==> src/rtl/mem_port_arbiter_if.sv <==
// mem_port_arbiter_if: fetch/data requester handshakes plus memory bus; slave = arbiter, master = requesters and memory
interface mem_port_arbiter_if #(
  parameter int AW = 8,
  parameter int DW = 8
);
  logic          if_req;
  logic [AW-1:0] if_addr;
  logic          if_gnt;
  logic          if_valid;
  logic [DW-1:0] if_rdata;
  logic          d_req;
  logic          d_we;
  logic [AW-1:0] d_addr;
  logic [DW-1:0] d_wdata;
  logic          d_gnt;
  logic          d_valid;
  logic [DW-1:0] d_rdata;
  logic          mem_en;
  logic          mem_we;
  logic [AW-1:0] mem_addr;
  logic [DW-1:0] mem_wdata;
  logic [DW-1:0] mem_rdata;
  logic          busy;
  modport slave (
    input  if_req, if_addr, d_req, d_we, d_addr, d_wdata, mem_rdata,
    output if_gnt, if_valid, if_rdata, d_gnt, d_valid, d_rdata,
           mem_en, mem_we, mem_addr, mem_wdata, busy
  );
  modport master (
    output if_req, if_addr, d_req, d_we, d_addr, d_wdata, mem_rdata,
    input  if_gnt, if_valid, if_rdata, d_gnt, d_valid, d_rdata,
           mem_en, mem_we, mem_addr, mem_wdata, busy
  );
endinterface

==> src/rtl/mem_port_arbiter.sv <==
// mem_port_arbiter: single-port memory shared by fetch and data requesters (data priority, fetch forced after STARVE_MAX lost contests); ports clk, rst, bus (mem_port_arbiter_if.slave)
module mem_port_arbiter #(
  parameter int AW         = 8,
  parameter int DW         = 8,
  parameter int MEM_LAT    = 1,
  parameter int STARVE_MAX = 4
) (
  input logic              clk,
  input logic              rst,
  mem_port_arbiter_if.slave bus
);
  localparam int SW = $clog2(STARVE_MAX + 1);
  localparam int LW = MEM_LAT > 1 ? $clog2(MEM_LAT) : 1;
  typedef enum logic [1:0] {IDLE, ISSUE, WAIT} state_t;
  state_t        state_q, state_d;
  logic          owner_q, owner_d;
  logic          we_q, we_d;
  logic [LW-1:0] cnt_q, cnt_d;
  logic [SW-1:0] starve_q, starve_d;
  logic          if_gnt_q, if_gnt_d, d_gnt_q, d_gnt_d;
  logic          if_valid_q, if_valid_d, d_valid_q, d_valid_d;
  logic          mem_en_q, mem_en_d, mem_we_q, mem_we_d;
  logic [AW-1:0] addr_q, addr_d;
  logic [DW-1:0] wdata_q, wdata_d;
  logic [DW-1:0] if_rdata_q, if_rdata_d, d_rdata_q, d_rdata_d;
  logic          pick_d;
  assign pick_d = bus.d_req & ~(bus.if_req & (starve_q == SW'(STARVE_MAX)));
  always_comb begin
    state_d    = state_q;
    owner_d    = owner_q;
    we_d       = we_q;
    cnt_d      = cnt_q;
    starve_d   = starve_q;
    addr_d     = addr_q;
    wdata_d    = wdata_q;
    if_rdata_d = if_rdata_q;
    d_rdata_d  = d_rdata_q;
    if_gnt_d   = 1'b0;
    d_gnt_d    = 1'b0;
    if_valid_d = 1'b0;
    d_valid_d  = 1'b0;
    mem_en_d   = 1'b0;
    mem_we_d   = 1'b0;
    unique case (state_q)
      IDLE: if (bus.if_req | bus.d_req) begin
        state_d  = ISSUE;
        owner_d  = pick_d;
        we_d     = pick_d & bus.d_we;
        addr_d   = pick_d ? bus.d_addr : bus.if_addr;
        wdata_d  = pick_d ? bus.d_wdata : '0;
        mem_en_d = 1'b1;
        mem_we_d = pick_d & bus.d_we;
        d_gnt_d  = pick_d;
        if_gnt_d = ~pick_d;
        starve_d = ~pick_d ? '0 :
                   (bus.if_req && starve_q != SW'(STARVE_MAX)) ? starve_q + 1'b1 : starve_q;
      end
      ISSUE: begin
        state_d   = we_q ? IDLE : WAIT;
        d_valid_d = we_q;
        cnt_d     = LW'(MEM_LAT - 1);
      end
      WAIT: if (cnt_q == '0) begin
        state_d    = IDLE;
        if_valid_d = ~owner_q;
        d_valid_d  = owner_q;
        if_rdata_d = owner_q ? if_rdata_q : bus.mem_rdata;
        d_rdata_d  = owner_q ? bus.mem_rdata : d_rdata_q;
      end else begin
        cnt_d = cnt_q - 1'b1;
      end
      default: state_d = IDLE;
    endcase
  end
  always_ff @(posedge clk) begin
    if (rst) begin
      state_q    <= IDLE;
      owner_q    <= 1'b0;
      we_q       <= 1'b0;
      cnt_q      <= '0;
      starve_q   <= '0;
      addr_q     <= '0;
      wdata_q    <= '0;
      if_rdata_q <= '0;
      d_rdata_q  <= '0;
      if_gnt_q   <= 1'b0;
      d_gnt_q    <= 1'b0;
      if_valid_q <= 1'b0;
      d_valid_q  <= 1'b0;
      mem_en_q   <= 1'b0;
      mem_we_q   <= 1'b0;
    end else begin
      state_q    <= state_d;
      owner_q    <= owner_d;
      we_q       <= we_d;
      cnt_q      <= cnt_d;
      starve_q   <= starve_d;
      addr_q     <= addr_d;
      wdata_q    <= wdata_d;
      if_rdata_q <= if_rdata_d;
      d_rdata_q  <= d_rdata_d;
      if_gnt_q   <= if_gnt_d;
      d_gnt_q    <= d_gnt_d;
      if_valid_q <= if_valid_d;
      d_valid_q  <= d_valid_d;
      mem_en_q   <= mem_en_d;
      mem_we_q   <= mem_we_d;
    end
  end
  assign bus.if_gnt    = if_gnt_q;
  assign bus.d_gnt     = d_gnt_q;
  assign bus.if_valid  = if_valid_q;
  assign bus.d_valid   = d_valid_q;
  assign bus.if_rdata  = if_rdata_q;
  assign bus.d_rdata   = d_rdata_q;
  assign bus.mem_en    = mem_en_q;
  assign bus.mem_we    = mem_we_q;
  assign bus.mem_addr  = addr_q;
  assign bus.mem_wdata = wdata_q;
  assign bus.busy      = state_q != IDLE;
endmodule

==> src/flat_wrapper.sv <==
// flat-port wrapper written by rule: the top's interface ports become plain ports
module mem_port_arbiter_flat 
#(
  parameter int AW         = 8,
  parameter int DW         = 8,
  parameter int MEM_LAT    = 1,
  parameter int STARVE_MAX = 4
)
  (clk, rst, bus_if_req, bus_if_addr, bus_d_req, bus_d_we, bus_d_addr, bus_d_wdata, bus_mem_rdata, bus_if_gnt, bus_if_valid, bus_if_rdata, bus_d_gnt, bus_d_valid, bus_d_rdata, bus_mem_en, bus_mem_we, bus_mem_addr, bus_mem_wdata, bus_busy);
  mem_port_arbiter_if #(.AW(AW), .DW(DW)) bus_i ();
  input logic clk;
  input logic rst;
  input wire logic [$bits(bus_i.if_req)-1:0] bus_if_req;
  input wire logic [$bits(bus_i.if_addr)-1:0] bus_if_addr;
  input wire logic [$bits(bus_i.d_req)-1:0] bus_d_req;
  input wire logic [$bits(bus_i.d_we)-1:0] bus_d_we;
  input wire logic [$bits(bus_i.d_addr)-1:0] bus_d_addr;
  input wire logic [$bits(bus_i.d_wdata)-1:0] bus_d_wdata;
  input wire logic [$bits(bus_i.mem_rdata)-1:0] bus_mem_rdata;
  output wire logic [$bits(bus_i.if_gnt)-1:0] bus_if_gnt;
  output wire logic [$bits(bus_i.if_valid)-1:0] bus_if_valid;
  output wire logic [$bits(bus_i.if_rdata)-1:0] bus_if_rdata;
  output wire logic [$bits(bus_i.d_gnt)-1:0] bus_d_gnt;
  output wire logic [$bits(bus_i.d_valid)-1:0] bus_d_valid;
  output wire logic [$bits(bus_i.d_rdata)-1:0] bus_d_rdata;
  output wire logic [$bits(bus_i.mem_en)-1:0] bus_mem_en;
  output wire logic [$bits(bus_i.mem_we)-1:0] bus_mem_we;
  output wire logic [$bits(bus_i.mem_addr)-1:0] bus_mem_addr;
  output wire logic [$bits(bus_i.mem_wdata)-1:0] bus_mem_wdata;
  output wire logic [$bits(bus_i.busy)-1:0] bus_busy;
  assign bus_i.if_req = bus_if_req;
  assign bus_i.if_addr = bus_if_addr;
  assign bus_i.d_req = bus_d_req;
  assign bus_i.d_we = bus_d_we;
  assign bus_i.d_addr = bus_d_addr;
  assign bus_i.d_wdata = bus_d_wdata;
  assign bus_i.mem_rdata = bus_mem_rdata;
  assign bus_if_gnt = bus_i.if_gnt;
  assign bus_if_valid = bus_i.if_valid;
  assign bus_if_rdata = bus_i.if_rdata;
  assign bus_d_gnt = bus_i.d_gnt;
  assign bus_d_valid = bus_i.d_valid;
  assign bus_d_rdata = bus_i.d_rdata;
  assign bus_mem_en = bus_i.mem_en;
  assign bus_mem_we = bus_i.mem_we;
  assign bus_mem_addr = bus_i.mem_addr;
  assign bus_mem_wdata = bus_i.mem_wdata;
  assign bus_busy = bus_i.busy;
  mem_port_arbiter #(.AW(AW), .DW(DW), .MEM_LAT(MEM_LAT), .STARVE_MAX(STARVE_MAX)) u_core (.clk(clk), .rst(rst), .bus(bus_i));
endmodule
==> config.mk <==
export PLATFORM = sky130hd
export DESIGN_NAME = mem_port_arbiter_flat
export DESIGN_NICKNAME = d
export VERILOG_FILES = /design/src/rtl/mem_port_arbiter_if.sv /design/src/rtl/mem_port_arbiter.sv /design/src/flat_wrapper.sv
export SDC_FILE = /design/constraint.sdc
export NUM_CORES = 1
export LEC_CHECK = 0
export CAP_MARGIN = 10
export CELL_PAD_IN_SITES_DETAIL_PLACEMENT = 1
export CELL_PAD_IN_SITES_GLOBAL_PLACEMENT = 1
export CORE_MARGIN = 4
export CORE_UTILIZATION = 34
export CTS_BUF_LIST = sky130_fd_sc_hd__clkbuf_4
export CTS_CLUSTER_DIAMETER = 50
export DETAILED_ROUTE_END_ITERATION = 10
export GPL_TIMING_DRIVEN = 1
export MAX_ROUTING_LAYER = met4
export PLACE_DENSITY = 0.95
export SLEW_MARGIN = 20
export SYNTH_ARGS = -nofsm -noshare
export SYNTH_HDL_FRONTEND = slang
export SYNTH_SLANG_ARGS = --single-unit
==> constraint.sdc <==
create_clock -name clk -period 3 [get_ports clk]
set_clock_uncertainty 0.1 [all_clocks]
set_input_delay 0.6 -clock clk [delete_from_list [all_inputs] [get_ports clk]]
set_output_delay 0.6 -clock clk [all_outputs]
set_load 0.01 [all_outputs]
==> metrics.md <==
| Metric | Value |
|---|---|
| WL/cell | roughly 16 µm |
| Share of the synthesized area in the top cell type | 0.483 |
| Remaining antenna violation count | 0 |
| Total number of yosys warnings | 0 |
| RSZ-0062 raised after global routing | no |
| Core Box Area | between 0.005 and 0.006 mm² |
| Kind of critical path | reg -> out |
| Die footprint | just under 0.007 mm² |
| Slew HR | 0.514 |
| Clock Power Share | 0.230 |
| Reg clk slew, reported paths | roughly 0.14 ns |
| Vias post-DR | ~1800 |
| Dominant synthesized flop cell | dfxtp_1 |
| Largest net degree at the start of global routing | 21 |
| Comb power frac | 0.253 |
| Synthesized area | between 0.0015 and 0.002 mm² |
| First-pass GRT wire length | ~9300 µm |
| Final non-filler cell total | ~350 |
| Global Route Usage Sum | 0.184 |
| Sw Ratio | 0.295 |
| CP max FO | 8 |
| Cell Rows | 26 |
| Final count of negative-setup-slack endpoints | 0 |
| Slew @ Worst Pin | 0.727 ns |
| Vias in the first global route | approximately 1900 |
| Synthesis-to-layout area growth | 45.3% |
| CTS tree | built |
| Drt drc | 0 |
| Synth async-reset ratio | 0 |
| Sequential share of power | 0.517 |
| CTS resizes | 0 |
| Crit-path cells | inv_1 -> ha_1 -> inv_1 -> clkdlybuf4s50_1 |
| Die extent in x | slightly above 80 µm |
| Critical path endpoint category | output port |
| Vias per inst | approximately 5 |
| Final setup TNS | 0 ns |
| Fillers | a little over 600 |
| ANT cells | 0 |
| Root buf cell | clkbuf_4 |
| Max incr delay on CP | approximately 0.53 ns |
| Power per Cell Area | 476 mW/mm² |
| Share of layout cells above drive strength 1 | 0.0819 |
| Total net switching power | 380 µW |
| Most instantiated cells after synthesis | dfxtp_1 (45), nand2_1 (32), a21oi_1 (22) |
| Cells after Synth | 210 |
| Nets | 323 |
| TritonCTS buffer count | 5 |
| Drt initial violations | 50 |
| Top cells by area, synth | dfxtp_1 (48%), a311oi_2 (6.4%), nand2_1 (6.4%), a21oi_1 (5.9%), nand3_1 (4.6%) |
| Final wirelength | 5640 µm |
| Fin. max-slew vios | 0 |
| Hold buffers post-CTS | 0 |
| Grt total ovfl | 0 |
| Final number of hold-violating endpoints | 0 |
| Max Cap Viol | 0 |
| Post-synthesis cell type count | 29 |
| DP HPWL | 4410 µm |
| CP required | approximately 2.3 ns |
| Fin crit share | 0.825 |
| Syn avg cell area | a little under 9 µm² |
| Synthesized net count | about 250 |
| Max Freq | 0.404 GHz |
| CP max-delay cell | clkdlybuf4s50_1 |
| Arr. time, crit path | 1.78 ns |
| Initial Util | 0.358 |
| Post-CTS setup buffer count | 0 |
| Placed insts | 343 |
| Die height | 82.1 µm |
| Drt pass-1 iters | 4 |
| Number of flops mapped to enable cells by yosys | 0 |
| IO Pins | 76 |
| Leakage | 0.000947 µW |
| Synth Register Bits | 45 |
| Antenna violations before repair | 0 |
| Crit-path most repeated cell | inv_1 |
| Seq/Total Area, Yosys | 0.483 |
| Clock Latency Late Sink | approximately 0.36 ns |
| PortBufs | 75 |
| VDD IR max | around 0.00024 V |
| GP Congestion | 0.821 |
| Clk buf depth | 2 |
| Int Pwr | a little over 900 µW |
| CTS sink cnt | 45 |
| Worst setup SP type | flop |
| Status | finished, final reports clean |
| Synth area leader | dfxtp_1 |
| Class of the tightest hold or removal check | reg -> reg |
| CTS H-Tree Depth | 2 |
| Most frequent cell after synthesis | dfxtp_1 |
| Fin crit period | 2.48 ns |
power groups by stage:
stage | logic [µW] | clock network, µW | registers [µW]
after floorplan | 155 | 0 | 690
after global placement | 314 | 0 | 678
after detailed placement | 326 | 0 | 681
after CTS | 329 | 308 | 668
after global routing | 357 | 334 | 674
final | 326 | 297 | 667
stage by stage:
step | setup WS (ns) | area (µm²) | hold slack, ns | power [µW] | utilization
after floorplan | 1.51 | 1870 | 0.341 | 846 | -
after global placement | 0.599 | 2650 | 0.342 | 992 | 0.509
after detailed placement | 0.455 | 2650 | 0.353 | 1010 | 0.509
after CTS | 0.500 | 2710 | 0.372 | 1300 | 0.521
after global routing | 0.412 | 2710 | 0.404 | 1360 | 0.521
final | 0.524 | 2710 | 0.373 | 1290 | 0.521
routing by layer:
metal  routed length, µm  part of all wire  up-vias  track usage
met3                 184             0.033       13       0.0318
li1                    -                 -      874            -
met1                2450              0.43      840        0.215
met4                 121             0.021        0       0.0698
met5                   0                 0        -            -
met2                2890              0.51       45        0.314
state kept, by name (all words and copies together), names as in the netlist, 2 cells and up:
| register | cells |
|---|---|
| u_core.state_q | 2 |
| u_core.bus.d_rdata | 8 |
| u_core.bus.mem_wdata | 8 |
| u_core.bus.mem_addr | 8 |
| u_core.bus.if_rdata | 8 |
| u_core.starve_q | 3 |
cells by family (layout without fill, tap and decap cells):
| group | after synthesis | after routing | synth area share |
|---|---|---|---|
| simple gates | 85 | 85 | 0.211 |
| compound gates | 50 | 50 | 0.200 |
| flops | 45 | 45 | 0.483 |
| buf+inv | 23 | 94 | 0.0604 |
| fa+ha+maj | 6 | 6 | 0.0402 |
| mux | 1 | 1 | 0.00537 |
cell type report:
type	instances	area [µm²]	share of cell area
multi-input combinational	142	852	0.314
timing repair buffer	80	788	0.291
inverter	6	22.5	0.00831
clock buffer	6	45.0	0.0166
tap	70	87.6	0.0323
sequential	45	901	0.332
clock inverter	2	15.0	0.00554
final timing paths:
| path | start | to | slack, ns | cells after the start |
|---|---|---|---|---|
| min reg2reg | u_core.bus.d_rdata[3] | u_core.bus.d_rdata[3] | 0.37 | 2 |
| max | u_core.state_q[0] | bus_busy | 0.52 | 4 |
| min | u_core.bus.d_rdata[3] | u_core.bus.d_rdata[3] | 0.37 | 2 |
| max reg2reg | u_core.starve_q[0] | u_core.bus.mem_wdata[1] | 1.12 | 6 |
cell usage in the layout (no fill, tap or decap), types with 6 or more instances in the layout:
cell and instances:
dfxtp_1 45, a311oi_2 8, o21ai_1 9, nand3_1 17, nor2_1 20, clkbuf_4 6, ha_1 6, inv_1 6
nand2_1 32, a32oi_1 8, a21oi_1 22, clkdlybuf4s50_1 75
critical path, delay by kind of cell, from the launching register on:
| family | cells | cell delay, ns |
|---|---|---|
| buffers and inverters | 3 | 0.71 |
| DFF | 1 | 0.39 |
| adders and majority gates | 1 | 0.31 |
No activity file was read; power rests on OpenSTA's default activity.
